<file path="src/rtl/ifu_fetch_fsm.sv">
// Multi-cycle instruction fetch stage: one instruction in flight.
// Issues an address on the AR channel, takes the word on the R channel,
// presents {pc, inst, fetch_fault} to the IDU, then waits for dnpc.
module ifu_fetch_fsm #(
  parameter logic [31:0] RESET_PC = 32'h8000_0000,
  parameter int unsigned WIDTH    = 32
) (
  input  logic             clk,
  input  logic             rst_n,
  input  logic [WIDTH-1:0] dnpc,
  input  logic             dnpc_valid,
  output logic [WIDTH-1:0] araddr,
  output logic             arvalid,
  input  logic             arready,
  input  logic [WIDTH-1:0] rdata,
  input  logic [1:0]       rresp,
  input  logic             rvalid,
  output logic             rready,
  output logic [WIDTH-1:0] pc,
  output logic [WIDTH-1:0] inst,
  output logic             inst_valid,
  input  logic             inst_ready,
  output logic             fetch_fault,
  output logic             busy
);

  typedef enum logic [1:0] {
    S_REQ      = 2'd0,
    S_RESP     = 2'd1,
    S_OUT      = 2'd2,
    S_WAIT_NPC = 2'd3
  } state_t;

  state_t state;

  logic misaligned;

  // A misaligned PC never reaches memory; it is reported as a fault instead.
  always_comb begin
    misaligned = (pc[1:0] != 2'b00);
    araddr     = pc;
    arvalid    = (state == S_REQ) && !misaligned;
    rready     = (state == S_RESP);
    inst_valid = (state == S_OUT);
    busy       = (state != S_WAIT_NPC);
  end

  // Fetch sequencing and the registered {pc, inst, fetch_fault} payload.
  always_ff @(posedge clk or negedge rst_n) begin
    if (!rst_n) begin
      state       <= S_REQ;
      pc          <= WIDTH'(RESET_PC);
      inst        <= '0;
      fetch_fault <= 1'b0;
    end else begin
      case (state)
        S_REQ: begin
          if (misaligned) begin
            fetch_fault <= 1'b1;
            inst        <= '0;
            state       <= S_OUT;
          end else if (arready) begin
            state <= S_RESP;
          end
        end
        S_RESP: begin
          if (rvalid) begin
            inst        <= rdata;
            fetch_fault <= (rresp != 2'b00);
            state       <= S_OUT;
          end
        end
        S_OUT: begin
          // dnpc coinciding with the IDU handshake skips S_WAIT_NPC.
          if (inst_ready) begin
            if (dnpc_valid) begin
              pc          <= dnpc;
              fetch_fault <= 1'b0;
              state       <= S_REQ;
            end else begin
              state <= S_WAIT_NPC;
            end
          end
        end
        S_WAIT_NPC: begin
          if (dnpc_valid) begin
            pc          <= dnpc;
            fetch_fault <= 1'b0;
            state       <= S_REQ;
          end
        end
        default: state <= S_REQ;
      endcase
    end
  end

endmodule

</file>
<file path="config.mk">
export PLATFORM = sky130hd
export DESIGN_NAME = ifu_fetch_fsm
export DESIGN_NICKNAME = d
export VERILOG_FILES = /design/src/rtl/ifu_fetch_fsm.sv
export SDC_FILE = /design/constraint.sdc
export NUM_CORES = 1
export LEC_CHECK = 0
export ABC_AREA = 1
export BUFFER_PORTS_ARGS = -buffer_cell sky130_fd_sc_hd__buf_4
export CAP_MARGIN = 20
export CORE_ASPECT_RATIO = 1.75
export CORE_MARGIN = 3
export CORE_UTILIZATION = 40
export DETAILED_ROUTE_END_ITERATION = 10
export GPL_TIMING_DRIVEN = 1
export PLACE_DENSITY = 0.74
export SYNTH_ARGS = -nofsm -noshare
export SYNTH_HDL_FRONTEND = slang
export SYNTH_SLANG_ARGS = --single-unit
export TNS_END_PERCENT = 1
</file>
<file path="constraint.sdc">
create_clock -name clk -period 2.32 [get_ports clk]
set_input_delay 0.232 -clock clk [delete_from_list [all_inputs] [get_ports clk]]
set_output_delay 0.232 -clock clk [all_outputs]
set_load 0.005 [all_outputs]
</file>
Word-level counts from Yosys, hierarchy flattened
Cells that the tools add are included.
{"block": "op_classes", "eq_ne": 9, "reduce_logical": 11, "muxes": 18}
{"op": "32-bit two-way mux", "n": 4}
{"op": "32-bit case mux with 2 select lines", "n": 2}
{"op": "2-bit two-way mux", "n": 6}
{"op": "2-bit inequality test, second input constant", "n": 4}
{"op": "2-bit case mux with 4 select lines", "n": 1}
{"op": "2-bit nonzero test", "n": 4}
{"op": "3-bit AND reduction", "n": 2}
{"op": "2-bit equality test, second input constant", "n": 2}
{"op": "1-bit two-way mux", "n": 4}
{"op": "1-bit case mux with 4 select lines", "n": 1}
{"op": "4-bit AND reduction", "n": 1}
{"op": "3-bit inequality test, second input constant", "n": 1}
{"op": "2-bit by 1-bit equality test with 1-bit output, second input constant", "n": 1}
{"op": "2-bit zero test", "n": 1}
{"op": "2-bit by 1-bit inequality test with 1-bit output, second input constant", "n": 1}
{"op": "2-bit AND reduction", "n": 1}
{"op": "1-bit logical AND", "n": 1}
{"op": "1-bit zero test", "n": 1}
{"block": "word_totals", "input_bits": 72, "output_inout_bits": 101, "reg_bits": 67, "elab_cells": 42}

Logic depth before layout (Yosys ltp)
Gate-level depths: netlist of run 1.
{"block": "logic_depth", "depth_word": 3, "depth_mapped": 7, "ltp_nobuf": 6}

Least setup slack after synthesis of run 1
Ideal clock, no wire load.
{"block": "synth_path", "kind": "reg-to-output", "startpoint": "register state[1]", "endpoint": "output rready", "setup_slack_ps": 1199, "arrival_time_ps": 889, "required_ps": 2088, "path_buffers": 2, "stages_incl_launch_ff": 6, "cell_sequence": "dfrtp_1 buf_2 inv_2 nand2_1 inv_2 buf_2"}
{"block": "synth_via", "elab_chain_cells": 1}
{"element": "start, declared", "line": "34", "text": "state_t state;"}
{"element": "start signal, assigned", "line": "51", "text": "state <= S_REQ;"}
{"element": "start signal, assigned", "line": "61", "text": "state <= S_OUT;"}
{"element": "start signal, assigned", "line": "63", "text": "state <= S_RESP;"}
{"element": "2-bit by 1-bit equality test with 1-bit output", "line": "43", "text": "rready = (state == S_RESP);"}
{"element": "end, declared", "line": "18", "text": "output logic rready,"}
No other way between the ends.

Worst setup path after layout of run 1
Same ends and word-level chain as after synthesis.

==> flow_summary.ini, run 1 <==
[status]
outcome = complete, no violations

[power]
pwr-share-comb_pct = 42.5
clkPwrFrac_pct = 20.6
p_seq_share_pct = 36.9
p_switching_uw = 1980
p_per_area_nw_per_um2 = 1330
power.leakage_uw = 0.00256
vdd_drop_max_mv = 0.847
internal_power_uw = 3810
p_sw_share_pct = 34.2

[global_route]
busiest_layer = met2
grt_use_met2_pct = 30.4
grtUsageTotal_pct = 17.6
use_met3_pct = 4.99
grt_pass1_wl_mm = 11.9
grt_pass1_vias = 2572
grt_util_met1_pct = 19.6
grt_max_degree = 68
grt_overflow = 0
antenna_found_initial = 0

[critical_path]
cp_cell_sequence = inv_2 -> nand2_1 -> inv_2 -> buf_4
crit_fanout = 22
start_kind = register
crit_family = buffers and inverters
cp_num_buf_inv = 3
crit_top_cell = inv_2
slowest_stage = dfrtp_1
cp.arrival_ns = 1.45
cp-end-kind = output pin
rr_startpoint = state[1]$_DFFE_PN0P_
crit_required_ns = 2.09
critPathLaunch = state[1]$_DFFE_PN0P_
path_class = reg2out
max_stage_delay_ns = 0.46

[synthesis]
synth_warnings = 0
synth.distinct_cells = 16
syn_area_per_cell_sq_um = 8.57
netlist.area_leader.share_pct = 55.0
yosys-top-cells-area = dfrtp_1 (55%), nand2_1 (14%), buf_4 (8.8%), nand3_1 (5.8%), o21ai_1 (5.3%)
synthCells = 350
synth_largest_area_cell = dfrtp_1
synth_seq_area_share_pct = 55.9
ys_seq_elements = 67
synth_area_sq_um = 3000
syn_nets = 422

[place]
pre_cts_ws_ns = 0.641
port_buffers = 172
dpl.hpwl_mm = 5.67
place.gp.congestion = 0.764

[cts]
post_cts_buffers = 0
cts_tree = built
htreeDepth = 3
hold_buffers = 0
ctsResizeCount = 0
clock_sink_count = 67
cts_buffer_depth = 2
cts_root_buf = clkbuf_16
clkTransAtPathRegs_ns = 0.05
cts_buffers = 9
clk_latency_ns = 0.32

[floorplan]
pin_count = 173
core_area_sq_um = 7230
die_h_um = 121
start_util_pct = 41.5
rows = 41
dieArea_sq_um = 8620
chipWidth_um = 71.5

[sta]
rsz0062_at_grt = false
skew_ns = 0.00750
finalSetupTns_ns = 0
tightest_slew_ns = 0.827
hold_viol = 0
fin_crit_ns = 1.68
period_share_pct = 72.6
clock.fmax_ghz = 0.594
finalMaxSlewViolations = 0
worst_slack_ns = 0.636
slew_headroom_pct = 44.9
setup_viol_count_final = 0

[detailed_routing]
drc_errors = 0
first_pass_iters = 4
drt_iter0_drc = 114
num_vias = 2647
routed_wl_mm = 7.58
antenna_left = 0
vias_per_cell = 4.60
routedWlPerCell_um = 13.2

[final_layout]
fillers = 664
final_core_util_pct = 60.1
drive_gt1_share_pct = 39.6
fin_nets = 558
syn2layout_area_growth_pct = 44.9
antenna_cells = 0

[run]
maxCapViolCount = 0

[worst_hold_path]
hold_path_class = in2async
==> kinds of logic after synthesis <==
group | share of synthesized area (%)
buf+inv | 15.9
flops | 55.9
simple gates | 22.0
compound gates | 6.17
==> stage by stage <==
step                cell area, sq um  hold slack (ns)  std cells  total power, uW
global placement                4090            0.377        561             4560
CTS                             4350           0.0447        576             5870
detailed placement              4090            0.393        561             4660
floorplan                       3000          -0.0636        350             3440
finish                          4350           0.0136        576             5790
global route                    4350           0.0899        576             6220
==> sequential cells by signal, summed over array words and instances (netlist names) <==
signal and cells:
inst 32, araddr 32, fetch_fault 1, state 2
==> cell usage after synthesis <==
cell type	instances
a21oi_1	1
buf_2	10
buf_4	35
clkbuf_1	4
dfrtp_1	66
dfstp_2	1
inv_1	37
inv_2	3
nand2_1	112
nand3_1	35
nand3_2	3
nand3b_1	1
nor2_1	7
o21ai_0	1
o21ai_1	32
o21bai_1	2
==> layout make-up <==
cell class	count	area, sq um	area share (%)
Timing Repair Buffer	174	1310	30.0
Multi-Input combinational cell	194	845	19.4
Clock inverter	3	15.0	0.345
Tap cell	86	108	2.47
Sequential cell	67	1680	38.6
Inverter	40	150	3.45
Clock buffer	12	246	5.67
==> layout by cell type, fill, tap and decap left out, drive strengths merged <==
cell type	n
nand2	112
buf	174
nand3b	1
dfrtp	66
dfstp	1
o21ai	33
clkbuf	12
clkinv	3
a21oi	1
nor2	7
inv	40
o21bai	2
nand3	38
==> metal layers <==
metal / routed length (um) / up-vias
li1: - / 1320
met4: 160 / 0
met2: 4040 / 121
met1: 2730 / 1193
met3: 640 / 13
met5: 0 / -
==> worst register-to-register path: stages (launching register included) <==
cell	delay, ns
dfrtp_1	0.48
inv_2	0.11
nand3b_1	0.14
nand3_2	0.51
nand2_1	0.23
nand2_1	0.08
==> power by group through the flow <==
stage	sequential (uW)	clock [uW]	combinational, uW
global placement	2130	0	2430
finish	2140	1190	2460
detailed placement	2140	0	2510
CTS	2150	1220	2510
floorplan	2110	0	1320
global route	2210	1270	2740
==> path summary, 6_finish.rpt <==
kind,endpoint,slack (ns),cells past startpoint
worst min register to register,inst[8]$_DFFE_PN0P_,0.47,2
worst max register to register,inst[16]$_DFFE_PN0P_,0.65,5
min in group clk,araddr[31]$_DFFE_PN1P_,0.13,3
worst min-delay path,araddr[10]$_DFFE_PN0P_,0.01,1
max in group asynchronous,araddr[28]$_DFFE_PN0P_,1.77,1
worst max-delay path,rready,0.64,4
Power figures use the tool's default switching activity.
==> run 2: changes to the inputs <==
--- a/config.mk
+++ b/config.mk
@@ -5,7 +5,7 @@
 export SDC_FILE = /design/constraint.sdc
 export NUM_CORES = 1
 export LEC_CHECK = 0
-export ABC_AREA = 1
+export ABC_AREA = 0
 export BUFFER_PORTS_ARGS = -buffer_cell sky130_fd_sc_hd__buf_4
 export CAP_MARGIN = 20
 export CORE_ASPECT_RATIO = 1.75
@@ -13,7 +13,7 @@
 export CORE_UTILIZATION = 40
 export DETAILED_ROUTE_END_ITERATION = 10
 export GPL_TIMING_DRIVEN = 1
-export PLACE_DENSITY = 0.74
+export PLACE_DENSITY = 0.73
 export SYNTH_ARGS = -nofsm -noshare
 export SYNTH_HDL_FRONTEND = slang
 export SYNTH_SLANG_ARGS = --single-unit
==> constraint.sdc (replaced) <==
create_clock -name clk -period 1.6 [get_ports clk]
set_input_delay 0.16 -clock clk [delete_from_list [all_inputs] [get_ports clk]]
set_output_delay 0.16 -clock clk [all_outputs]
set_load 0.005 [all_outputs]
==> run 2 against run 1 <==
Net effect:
- core utilization up 0.50 points
- power increased by 58%
- sequential share of layout area is 2.0 points lower
- count of clock-buffer cells in the layout shrank 1
- sequential power up 49%
- synthesized cell count is 23% lower
- non-clock buffer count up 8
- first-iteration DRC count up 34%
- cell count down 13%
- worst hold slack improved by 0.033 ns
- critical endpoint is now inst_valid
- largest cell class unchanged
==> flow_summary.ini, run 2 <==
[critical_path]
crit_fanout = 37
start_kind = register
cp_cell_sequence = buf_6 -> nor2b_1 -> buf_4
reg2reg_slack_ns = 0.18
max_stage_delay_ns = 0.45
slowest_stage = dfrtp_2
path_class = reg2out
crit_end = inst_valid
r2r_end = araddr[20]$_DFFE_PN0P_
critPathLaunch = state[1]$_DFFE_PN0P_
cp.arrival_ns = 1.31
rr_startpoint = state[0]$_DFFE_PN0P_
cp-end-kind = output pin
reg2reg_depth = 3
crit_required_ns = 1.44

[global_route]
grt_pass1_vias = 2477
grt_pass1_wl_mm = 12.6
grt_max_degree = 38
grt_overflow = 0
grtUsageTotal_pct = 18.4
antenna_found_initial = 0

[floorplan]
rows = 42
chipWidth_um = 72.7
pin_count = 173
dieArea_sq_um = 8920
core_area_sq_um = 7570
start_util_pct = 41.2
die_h_um = 123

[sta]
setup_viol_count_final = 0
finalSetupTns_ns = 0
fin_crit_ns = 1.47
slew_headroom_pct = 77.7
period_share_pct = 91.8
fin_hold_ws_ns = 0.0463
skew_ns = 0.00547
tightest_slew_ns = 0.335
hold_viol = 0
rsz0062_at_grt = false
finalMaxSlewViolations = 0
clock.fmax_ghz = 0.681

[synthesis]
yosysMostFrequentCell = dfrtp_1
syn_area_per_cell_sq_um = 11.6
synthArstFlopShare_pct = 100
yosys-top-cells-area = dfrtp_1 (53%), mux2_2 (10%), nand4b_1 (9.0%), buf_4 (7.7%), o21ai_0 (5.5%)
synth_edf_count = 0
synth-main-ff-cell = dfrtp_1
synth-xor-area-share_pct = 0
synth_compound_area_share_pct = 7.11
synth.distinct_cells = 25
synth_largest_area_cell = dfrtp_1
synthCells = 268
synth_fa_ha_area_share_pct = 0
synth_top_family_by_area = buffers and inverters
synth_area_sq_um = 3110
synth_warnings = 0
synth_seq_area_share_pct = 53.9
synth_mux_area_share_pct = 11.6
netlist.area_leader.share_pct = 53.0
ys_seq_elements = 67
yosys-top-cells-count = dfrtp_1 (66), o21ai_0 (34), buf_4 (32), inv_1 (32), nand4b_1 (32)
syn_nets = 340
synthSimpleGateAreaFrac_pct = 11.9

[place]
place.gp.congestion = 0.776
dpl.hpwl_mm = 5.97
port_buffers = 172
dpl-instance-area_sq_um = 4240

[power]
pwr-share-comb_pct = 42.0
clkPwrFrac_pct = 23.2
internal_power_uw = 6310
p_sw_share_pct = 30.9
vdd_drop_max_mv = 1.15
p_switching_uw = 2820
p_seq_share_pct = 34.8
power_uw = 9130
power.leakage_uw = 0.00223
p_per_area_nw_per_um2 = 1990

[cts]
post_cts_buffers = 0
cts_buffer_depth = 2
htreeDepth = 3
clkTransAtPathRegs_ns = 0.05
cts_buffers = 9
cts_tree = built
cts_root_buf = clkbuf_16
clk_latency_ns = 0.32
clock_sink_count = 67

[final_layout]
drive_gt1_share_pct = 56.0
antenna_cells = 0
final_core_util_pct = 60.6
fin_area_sq_um = 4590
layout_commonest_cell = buf_4
syn2layout_area_growth_pct = 47.3
fin_nets = 481
final_cell_mix = buf_4 (178), dfrtp_1 (64), o21ai_0 (34)

[detailed_routing]
drt_iter0_drc = 153
routedWlPerCell_um = 16.0
vias_per_cell = 4.98
routed_wl_mm = 8.05
first_pass_iters = 4
antenna_left = 0
num_vias = 2502
drc_errors = 0

[run]
maxCapViolCount = 0

[worst_hold_path]
hold_path_class = in2reg

[status]
outcome = complete, no violations
-- run 2: cell count changes after synthesis, sizes merged, moves of 3 or more --
cell    change
nand4b     +32
inv         -8
clkbuf      +4
nand2     -111
nand3      -38
nor2        -4
nor2b       +3
mux2       +32
-- run 2: metrics by stage --
step	worst slack (ns)	std cells
2_1_floorplan	0.237	268
3_3_place_gp	0.198	485
3_5_place_dp	0.147	485
4_1_cts	0.0339	502
5_1_grt	0.0364	502
6_report	0.132	502
-- run 2: worst min-delay path by stage --
stage,start,to,slack [ns],cells past startpoint
floorplan,rst_n,araddr[0]$_DFFE_PN0P_,-0.14,0
global placement,rst_n,inst[5]$_DFFE_PN0P_,0.03,1
detailed placement,rst_n,inst[5]$_DFFE_PN0P_,0.03,1
CTS,dnpc[30],araddr[30]$_DFFE_PN0P_,0.04,2
global route,dnpc[30],araddr[30]$_DFFE_PN0P_,0.05,2
finish,dnpc[30],araddr[30]$_DFFE_PN0P_,0.05,2
-- run 2: power by group through the flow --
stage               combinational (uW)  clock (uW)  sequential [uW]
floorplan                         2140           0             3070
global placement                  3810           0             3160
detailed placement                3870           0             3200
CTS                               3890        2170             3190
global route                      4200        2250             3300
finish                            3830        2120             3180
-- run 2: critical path: cells and delay by family, from the launching register on --
| family | cells | cell delay (ns) |
|---|---|---|
| flip-flops | 1 | 0.45 |
| buffers and inverters | 2 | 0.37 |
| AND/OR/NAND/NOR | 1 | 0.16 |
-- run 2: kinds of logic (layout without fill, tap and decap cells) --
logic type	count (synthesis)	count (layout)
buf+inv	84	230
flops	67	67
simple gates	46	46
compound gates	39	39
mux	32	32
-- run 2: cell type report --
| cell class | instances | area, sq um |
|---|---|---|
| clock buffers | 11 | 253 |
| clock inverters | 5 | 75.1 |
| fillers | 658 | 2980 |
| inverters | 32 | 120 |
| multi-input cells | 117 | 951 |
| flip-flops and latches | 67 | 1680 |
| well taps | 88 | 110 |
| repair buffers | 182 | 1400 |
-- run 2: repair_timing --
action                                 CTS  global route
resized for setup                        1             2
endpoints found under the hold margin   47             0
setup endpoints to repair                1             3
hold buffers                             1             0
-- run 2: per-layer routing --
metal	GRT usage (%)	part of all wire (%)	up-vias
met5	0	0	-
met4	8.08	2.2	0
met3	3.85	7.3	12
met2	31.3	55	110
met1	22.1	36	1220
li1	-	-	1160
==> run 3: changes to the inputs <==
--- a/config.mk
+++ b/config.mk
@@ -8,12 +8,15 @@
 export ABC_AREA = 0
 export BUFFER_PORTS_ARGS = -buffer_cell sky130_fd_sc_hd__buf_4
 export CAP_MARGIN = 20
+export CELL_PAD_IN_SITES_DETAIL_PLACEMENT = 1
+export CELL_PAD_IN_SITES_GLOBAL_PLACEMENT = 1
 export CORE_ASPECT_RATIO = 1.75
 export CORE_MARGIN = 3
-export CORE_UTILIZATION = 40
+export CORE_UTILIZATION = 33
 export DETAILED_ROUTE_END_ITERATION = 10
 export GPL_TIMING_DRIVEN = 1
-export PLACE_DENSITY = 0.73
+export PLACE_DENSITY_LB_ADDON = 0.1
+export RECOVER_POWER = 25
 export SYNTH_ARGS = -nofsm -noshare
 export SYNTH_HDL_FRONTEND = slang
 export SYNTH_SLANG_ARGS = --single-unit
==> run 3 against run 2 <==
Net effect:
- count of clock-buffer cells in the layout up 1
- non-clock buffer count up 3
- worst hold slack better by 0.0021 ns
- largest power group unchanged
- combinational power up 6.0%
- power up 2.1%
- sequential power down 2%
- final area up 1.7%
- first-iteration DRC count down 44%
- cell count up 7.0%
- critical path type is now reg2reg
- global-route usage down 1.6 points
==> flow_summary.ini, run 3 (synthesized netlist as in run 2, its figures left out) <==
[sta]
finalSetupTns_ns = 0
period_share_pct = 95.6
setup_viol_count_final = 0
fin_crit_ns = 1.53
worst_slack_ns = 0.0711
finalMaxSlewViolations = 0
clock.fmax_ghz = 0.654
tightest_slew_ns = 0.563
slew_headroom_pct = 62.5
skew_ns = 0.00619
fin_hold_ws_ns = 0.0484
rsz0062_at_grt = false
hold_viol = 0

[cts]
clock_sink_count = 67
cts_tree = built
cts_buffer_depth = 2
clkTransAtPathRegs_ns = 0.05
htreeDepth = 3
cts_root_buf = clkbuf_16
cts_buffers = 9
clk_latency_ns = 0.33

[critical_path]
crit_required_ns = 1.81
crit_fanout = 32
critPathLaunch = state[0]$_DFFE_PN0P_
cp.arrival_ns = 1.74
rr_startpoint = state[0]$_DFFE_PN0P_
path_class = reg2reg
start_kind = register
cp-end-kind = register

[place]
pre_cts_ws_ns = 0.175
place.gp.congestion = 0.693
port_buffers = 172
dpl.hpwl_mm = 6.53

[final_layout]
antenna_cells = 0
layout_commonest_cell = buf_4
drive_gt1_share_pct = 56.1
final_core_util_pct = 51.0
syn2layout_area_growth_pct = 49.8
fin_nets = 484
final_cell_mix = buf_4 (178), dfrtp_1 (64), o21ai_0 (34)

[floorplan]
core_area_sq_um = 9150
chipWidth_um = 79.4
dieArea_sq_um = 10700
rows = 46
pin_count = 173
start_util_pct = 34.0
die_h_um = 135

[detailed_routing]
antenna_left = 0
routedWlPerCell_um = 16.3
num_vias = 2522
drc_errors = 0
drt_iter0_drc = 85
vias_per_cell = 4.70
first_pass_iters = 4
routed_wl_mm = 8.75

[power]
pwr-share-comb_pct = 43.5
p_switching_uw = 2910
clkPwrFrac_pct = 23.1
power.leakage_uw = 0.00223
p_seq_share_pct = 33.4
p_per_area_nw_per_um2 = 2000
vdd_drop_max_mv = 0.794
internal_power_uw = 6410
power_uw = 9330
p_sw_share_pct = 31.2

[global_route]
grt_pass1_wl_mm = 13.9
grtUsageTotal_pct = 16.8
grt_overflow = 0
grt_max_degree = 41
antenna_found_initial = 0
grt_pass1_vias = 2609

[worst_hold_path]
worstHoldStart = dnpc[7]
hold_path_class = in2reg

[run]
maxCapViolCount = 0

[status]
outcome = complete, no violations
## run 3: cell types whose count changed in the layout (fill, tap and decap cells not counted)
| cell | delta |
|---|---|
| clkbuf_1 | +2 |
| clkbuf_4 | +1 |
| clkinvlp_4 | +1 |
| nor4_4 | +1 |
| nor4_1 | -1 |
| clkbuf_2 | +1 |
| nor3_2 | -1 |
| clkinv_2 | -2 |
| nor3_4 | +1 |
## run 3: routing by layer
metal / vias to the layer above / track usage (%) / part of all wire [%]
li1: 1169 / - / -
met1: 1233 / 19.7 / 38
met2: 111 / 28.3 / 53
met3: 9 / 5.14 / 7.7
met4: 0 / 6.88 / 1.5
met5: - / 0 / 0
## run 3: critical path, cell delays in order, from the launching register on
cell and delay [ns]:
dfrtp_2 0.45, buf_4 0.16, o211ai_4 0.20, buf_12 0.23, mux2_2 0.36
## run 3: worst paths after layout
check	endpoint	slack, ns	cells past startpoint
max in group asynchronous	inst[6]$_DFFE_PN0P_	0.33	3
hold reg to reg	araddr[7]$_DFFE_PN0P_	0.52	1
setup / recovery	araddr[25]$_DFFE_PN0P_	0.07	4
hold / removal	araddr[7]$_DFFE_PN0P_	0.05	2
setup reg to reg	araddr[25]$_DFFE_PN0P_	0.07	4
min in group asynchronous	araddr[29]$_DFFE_PN0P_	0.29	2
## run 3: cell type report
type | instances | area (sq um)
clock buffer | 12 | 256
clock inverter | 4 | 72.6
fill | 994 | 4490
inverter | 32 | 120
multi-input combinational | 117 | 972
sequential | 67 | 1680
tap | 120 | 150
timing repair buffer | 185 | 1410
## run 3: repair_timing
action / 4_1_cts / 5_1_grt
gates resized for setup: 5 / 3
hold buffers: 1 / 0
gates cloned: 0 / 0
buffers inserted: 0 / 2
pin swaps: 0 / 1
hold endpoints to repair: 66 / 0
setup endpoints to repair: 1 / 1
## run 3: power groups by stage
stage | Sequential [uW] | Clock, uW | Combinational, uW
floorplan | 3070 | 0 | 2140
global placement | 3110 | 0 | 3960
detailed placement | 3150 | 0 | 4020
CTS | 3150 | 2210 | 4060
global route | 3250 | 2290 | 4450
finish | 3110 | 2160 | 4060
## run 3: metrics by stage
| step | cell area [sq um] | instances |
|---|---|---|
| finish | 4670 | 537 |
| global route | 4670 | 537 |
| CTS | 4650 | 535 |
| detailed placement | 4300 | 518 |
| global placement | 4300 | 518 |
| floorplan | 3110 | 268 |
